===== config.mk =====
export PLATFORM = sky130hd
export DESIGN_NAME = reg_file_2r1w_flat
export DESIGN_NICKNAME = d
export VERILOG_FILES = /design/src/rtl/reg_file_2r1w_if.sv /design/src/rtl/reg_file_2r1w.sv /design/src/flat_wrapper.sv
export SDC_FILE = /design/constraint.sdc
export NUM_CORES = 1
export LEC_CHECK = 0
export BUFFER_PORTS_ARGS = -buffer_cell sky130_fd_sc_hd__buf_2
export CORE_MARGIN = 8
export CORE_UTILIZATION = 40
export DETAILED_ROUTE_END_ITERATION = 6
export PLACE_DENSITY = 0.58
export SLEW_MARGIN = 20
export SYNTH_ARGS = -nofsm -noshare
export SYNTH_HDL_FRONTEND = slang
export SYNTH_SLANG_ARGS = --single-unit

===== constraint.sdc =====
create_clock -name clk -period 4.1 [get_ports clk]
set_clock_uncertainty 0.05 [all_clocks]
set_input_delay 0.41 -clock clk [delete_from_list [all_inputs] [get_ports clk]]
set_output_delay 0.41 -clock clk [all_outputs]
set_load 0.1 [all_outputs]

===== src/rtl/reg_file_2r1w_if.sv =====
// Access bus of the two-read / one-write register file.
// A write or read is accepted on a rising edge where its strobe (w_en, r_en0, r_en1) and ready are both 1;
// there is no other backpressure. Each accepted read gives exactly one r_valid pulse on the next cycle.
interface reg_file_2r1w_if #(
  parameter int addr_width = 3,
  parameter int data_width = 16
) ();
  logic                      clr;
  logic                      ready;
  logic                      w_en;
  logic [addr_width-1:0]     w_addr;
  logic [data_width/8-1:0]   w_be;
  logic [data_width-1:0]     w_data;
  logic                      r_en0;
  logic                      r_en1;
  logic [addr_width-1:0]     r_addr0;
  logic [addr_width-1:0]     r_addr1;
  logic [data_width-1:0]     r_data0;
  logic [data_width-1:0]     r_data1;
  logic                      r_valid0;
  logic                      r_valid1;
  logic                      dbg_state;  // 1 while the clear sweep runs

  modport master (
    output clr, w_en, w_addr, w_be, w_data, r_en0, r_en1, r_addr0, r_addr1,
    input  ready, r_data0, r_data1, r_valid0, r_valid1, dbg_state
  );

  modport slave (
    input  clr, w_en, w_addr, w_be, w_data, r_en0, r_en1, r_addr0, r_addr1,
    output ready, r_data0, r_data1, r_valid0, r_valid1, dbg_state
  );
endinterface


===== src/rtl/reg_file_2r1w.sv =====
// Two-read, one-write register file with registered reads, byte enables,
// optional write-to-read forwarding and a zeroing sweep after reset or clr.
module reg_file_2r1w #(
  parameter int addr_width = 3,
  parameter int data_width = 16,
  parameter bit bypass     = 1'b1
) (
  input  logic           clk,
  input  logic           reset_n,
  reg_file_2r1w_if.slave bus
);
  localparam int depth   = 1 << addr_width;
  localparam int n_bytes = data_width / 8;

  typedef enum logic {S_IDLE = 1'b0, S_CLEAR = 1'b1} state_t;

  state_t                state;
  logic [addr_width-1:0] cnt;
  logic                  ready_q;
  logic [data_width-1:0] r_data0_q, r_data1_q;
  logic                  r_valid0_q, r_valid1_q;
  logic [data_width-1:0] mem [depth];
  logic [data_width-1:0] w_word;
  logic [data_width-1:0] rd_word0, rd_word1;
  logic                  w_fire;

  assign w_fire = (state == S_IDLE) && bus.w_en;

  // Post-write contents of the addressed entry; equals the old word when w_be is 0.
  always_comb begin
    w_word = mem[bus.w_addr];
    for (int i = 0; i < n_bytes; i++) begin
      if (bus.w_be[i]) w_word[8*i +: 8] = bus.w_data[8*i +: 8];
    end
  end

  always_comb begin
    rd_word0 = mem[bus.r_addr0];
    rd_word1 = mem[bus.r_addr1];
    if (bypass && w_fire && (bus.w_addr == bus.r_addr0)) rd_word0 = w_word;
    if (bypass && w_fire && (bus.w_addr == bus.r_addr1)) rd_word1 = w_word;
  end

  // Storage has no reset; the sweep establishes the zero state.
  always_ff @(posedge clk) begin
    if (state == S_CLEAR) begin
      mem[cnt] <= '0;
    end else if (w_fire) begin
      mem[bus.w_addr] <= w_word;
    end
  end

  always_ff @(posedge clk or negedge reset_n) begin
    if (!reset_n) begin
      state      <= S_CLEAR;
      cnt        <= '0;
      ready_q    <= 1'b0;
      r_data0_q  <= '0;
      r_data1_q  <= '0;
      r_valid0_q <= 1'b0;
      r_valid1_q <= 1'b0;
    end else begin
      r_valid0_q <= 1'b0;
      r_valid1_q <= 1'b0;
      case (state)
        S_CLEAR: begin
          cnt <= cnt + addr_width'(1);
          if (&cnt) begin
            state   <= S_IDLE;
            ready_q <= 1'b1;
          end
        end
        default: begin
          r_valid0_q <= bus.r_en0;
          r_valid1_q <= bus.r_en1;
          if (bus.r_en0) r_data0_q <= rd_word0;
          if (bus.r_en1) r_data1_q <= rd_word1;
          // Accesses in the clr cycle still complete; the sweep then zeroes everything.
          if (bus.clr) begin
            state   <= S_CLEAR;
            cnt     <= '0;
            ready_q <= 1'b0;
          end
        end
      endcase
    end
  end

  assign bus.ready     = ready_q;
  assign bus.r_data0   = r_data0_q;
  assign bus.r_data1   = r_data1_q;
  assign bus.r_valid0  = r_valid0_q;
  assign bus.r_valid1  = r_valid1_q;
  assign bus.dbg_state = (state == S_CLEAR);
endmodule


===== src/flat_wrapper.sv =====
// flat-port wrapper written by rule: the top's interface ports become plain ports
module reg_file_2r1w_flat 
#(
  parameter int addr_width = 3,
  parameter int data_width = 16,
  parameter bit bypass     = 1'b1
)
  (clk, reset_n, bus_clr, bus_w_en, bus_w_addr, bus_w_be, bus_w_data, bus_r_en0, bus_r_en1, bus_r_addr0, bus_r_addr1, bus_ready, bus_r_data0, bus_r_data1, bus_r_valid0, bus_r_valid1, bus_dbg_state);
  reg_file_2r1w_if #(.addr_width(addr_width), .data_width(data_width)) bus_i ();
  input  logic clk;
  input  logic reset_n;
  input wire logic [$bits(bus_i.clr)-1:0] bus_clr;
  input wire logic [$bits(bus_i.w_en)-1:0] bus_w_en;
  input wire logic [$bits(bus_i.w_addr)-1:0] bus_w_addr;
  input wire logic [$bits(bus_i.w_be)-1:0] bus_w_be;
  input wire logic [$bits(bus_i.w_data)-1:0] bus_w_data;
  input wire logic [$bits(bus_i.r_en0)-1:0] bus_r_en0;
  input wire logic [$bits(bus_i.r_en1)-1:0] bus_r_en1;
  input wire logic [$bits(bus_i.r_addr0)-1:0] bus_r_addr0;
  input wire logic [$bits(bus_i.r_addr1)-1:0] bus_r_addr1;
  output wire logic [$bits(bus_i.ready)-1:0] bus_ready;
  output wire logic [$bits(bus_i.r_data0)-1:0] bus_r_data0;
  output wire logic [$bits(bus_i.r_data1)-1:0] bus_r_data1;
  output wire logic [$bits(bus_i.r_valid0)-1:0] bus_r_valid0;
  output wire logic [$bits(bus_i.r_valid1)-1:0] bus_r_valid1;
  output wire logic [$bits(bus_i.dbg_state)-1:0] bus_dbg_state;
  assign bus_i.clr = bus_clr;
  assign bus_i.w_en = bus_w_en;
  assign bus_i.w_addr = bus_w_addr;
  assign bus_i.w_be = bus_w_be;
  assign bus_i.w_data = bus_w_data;
  assign bus_i.r_en0 = bus_r_en0;
  assign bus_i.r_en1 = bus_r_en1;
  assign bus_i.r_addr0 = bus_r_addr0;
  assign bus_i.r_addr1 = bus_r_addr1;
  assign bus_ready = bus_i.ready;
  assign bus_r_data0 = bus_i.r_data0;
  assign bus_r_data1 = bus_i.r_data1;
  assign bus_r_valid0 = bus_i.r_valid0;
  assign bus_r_valid1 = bus_i.r_valid1;
  assign bus_dbg_state = bus_i.dbg_state;
  reg_file_2r1w #(.addr_width(addr_width), .data_width(data_width), .bypass(bypass)) u_core (.clk(clk), .reset_n(reset_n), .bus(bus_i));
endmodule

==> metrics.yaml <==
grt_max_degree: 65
synthMuxAreaShare: 0.263
overflow: 0
multi_input_area_um2: 4030
postLayoutSetupSlackWorst_ps: 1290
wl_per_cell_um: 24.9
critPathBufInv: 0
cts_max_path_buffers: 2
portBuffers: 68
cts_sinks: 167
clk_pin_slew_ps: 60
critical_path_class: "reg -> reg"
drtIter0Drc: 575
die_area_um2: 28200
pwr-share-seq: 0.379
worst_pin_slew_ps: 1030
syn_inst: 669
finalCritPeriodShare: 0.686
postCtsSetupRepairBufs: 0
total_leakage_power_nw: 3.93
fp-row-count: 55
ant_nets: 0
syn_area_per_cell_um2: 13.8
fin_util: 0.455
ys_ff_latch: 167
ios: 69
dp_hpwl_um: 16100
ir_drop_mv: 0.422
synth-compound-area-share: 0.100
yosysWarningCount: 0
power_frac_comb: 0.420
cp_max_fo: 24
vias: 6157
critPathMaxStageDelay_ps: 550
yosysSeqAreaShare: 0.523
die_w_um: 168
power_switching_mw: 3.28
max_freq_ghz: 0.355
start_util: 0.407
rsz0062_at_grt: "false"
slew_headroom: 0.314
cts_tree: "yes"
syn_nets: 704
grt_pass1_vias: 6214
synth_ff_type: "edfxtp_1"
gp_congestion: 0.813
drt-total-wl_um: 25200
crit_required_ps: 4340
p_per_area_nw_per_um2: 730
synth_edf_count: 128
hold_viol: 0
clkPwrFrac: 0.201
antenna_found_initial: 0
p_int_mw: 4.23
path_cells: "and2b_4 -> a22o_1 -> nand4_1 -> or2_4 -> o311ai_0"
end_kind: "flip-flop"
nets: 750
cts.repair.resized: 0
core_um2: 22600
clock_tree.root_cell: "clkbuf_16"
drive_above_1_share: 0.285
synthArstFlopShare: 0.234
cts_buffers: 17
final_common_cell: "edfxtp_1"
netSwitchingFraction: 0.437
die_h_um: 168
crit_family: "simple AND/OR/NAND/NOR gates"
slew_violations: 0
maxCapViolations: 0
p_total_mw: 7.51
setup_violations: 0
most-common-layout-cells: "edfxtp_1 (128), mux2i_1 (76), buf_2 (67)"
synth_area_um2: 9220
critPathLaunchType: "flip-flop"
synth_adder_area_share: 0.00272
outcome: "finished clean"
cp_slowest_cell: "and2b_4"
fill_cells: 2001
diodes: 0
dpl_worst_slack_ps: 1090
grt_pass1_wl_um: 38200
htree_levels: 4
clk_latency_ps: 420
fin_tns_setup_ps: 0
arrival_ps: 3050
synth_top_family_by_area: "multiplexers"
synth-simple-area-share: 0.0637
areaGrowthSynthToFinish_pct: 11.7
fin_crit_ps: 2810
drc_errors: 0
dr.pass1.iters: 5
postCtsHoldBufs: 0
grtUsageTotal: 0.179
worstHoldPathType: "in -> async"
ys_types: 46
register_area_um2: 4820
vias_per_cell: 6.09
synth_xor_area_frac: 0.00733
-- sequential cells by signal, summed over array words and instances (netlist names) --
| register | count |
|---|---|
| u_core.bus.dbg_state | 1 |
| u_core.bus.r_data1 | 16 |
| u_core.bus.r_data0 | 16 |
| u_core.cnt | 3 |
| u_core.bus.r_valid0 | 1 |
| u_core.bus.ready | 1 |
| u_core.bus.r_valid1 | 1 |
| u_core.mem | 128 |
-- layer usage --
metal,wire [um],vias to the layer above,track usage
li1,-,2752,-
met2,12100,264,0.292
met4,476,0,0.0617
met5,0,-,0
met1,10800,3105,0.236
met3,1730,36,0.0341
-- worst reg2reg max path, stage by stage, from the launching register on --
cell and delay, ps:
dfstp_2 480, and2b_4 550, a22o_1 240, nand4_1 500, or2_4 550, o311ai_0 320
-- synth_stat cells, types with 2 or more instances --
library cell / instances / share of area
a21oi_1: 4 / 0.0022
a22o_1: 2 / 0.0019
a31oi_1: 2 / 0.0014
buf_1: 3 / 0.0012
buf_2: 12 / 0.0065
buf_4: 5 / 0.0041
buf_6: 5 / 0.0061
clkbuf_1: 30 / 0.012
dfrtp_1: 38 / 0.10
edfxtp_1: 128 / 0.42
ha_1: 2 / 0.0027
inv_1: 22 / 0.0090
mux2_2: 18 / 0.022
mux2i_1: 76 / 0.083
mux4_2: 64 / 0.16
nand2_1: 59 / 0.024
nand2b_1: 8 / 0.0054
nand3_1: 2 / 0.0011
nand4_1: 2 / 0.0014
nor2_1: 42 / 0.017
nor2b_1: 5 / 0.0034
o21ai_0: 53 / 0.029
o221ai_1: 30 / 0.029
o311ai_0: 11 / 0.010
o311ai_1: 16 / 0.015
o311ai_2: 4 / 0.0071
or2_4: 2 / 0.0019
or3_1: 2 / 0.0014
xnor2_1: 4 / 0.0038
xnor2_2: 2 / 0.0035
-- cells by family after synthesis --
kind of cell	count (synthesis)
simple gates	130
mux	159
fa+ha+maj	2
xor+xnor	6
flops	167
compound gates	127
buf+inv	78
-- final timing paths --
check	startpoint	to	cells past startpoint	slack, ps
worst min register to register	u_core.bus.r_data1[8]$_DFFE_PN0P_	u_core.bus.r_data1[8]$_DFFE_PN0P_	2	430
worst max register to register	u_core.bus.dbg_state$_DFF_PN1_	u_core.bus.r_data1[14]$_DFFE_PN0P_	5	1290
max in group asynchronous	reset_n	u_core.bus.r_data1[6]$_DFFE_PN0P_	1	3410
min in group clk	bus_clr	u_core.cnt[2]$_DFFE_PN0P_	2	190
worst max-delay path	u_core.bus.dbg_state$_DFF_PN1_	u_core.bus.r_data1[14]$_DFFE_PN0P_	5	1290
worst min-delay path	reset_n	u_core.cnt[0]$_DFFE_PN0P_	1	40
-- power groups by stage --
stage | combinational (mW) | sequential, mW | clock, mW
floorplan | 1.39 | 3.81 | 0
global placement | 3.13 | 2.82 | 0
detailed placement | 3.16 | 2.87 | 0
CTS | 3.17 | 2.84 | 1.53
global route | 3.34 | 2.91 | 1.60
finish | 3.15 | 2.85 | 1.51
-- final cells by class --
type                    instances  area share
clock buffers                  20      0.0424
clock inverters                10      0.0105
well taps                     285      0.0346
flip-flops and latches        167       0.468
inverters                      22     0.00802
repair buffers                 83      0.0442
multi-input cells             424       0.392
-- per-stage QoR --
| stage | instance area, um2 | hold WS [ps] | cells |
|---|---|---|---|
| 6_report | 10300 | 41.2 | 1011 |
| 5_1_grt | 10300 | 104 | 1011 |
| 4_1_cts | 10300 | 58.3 | 1011 |
| 3_5_place_dp | 9750 | 423 | 981 |
| 2_1_floorplan | 9220 | 64.4 | 669 |
| 3_3_place_gp | 9750 | 417 | 981 |
Note: power is estimated with default switching activity, not from simulation.
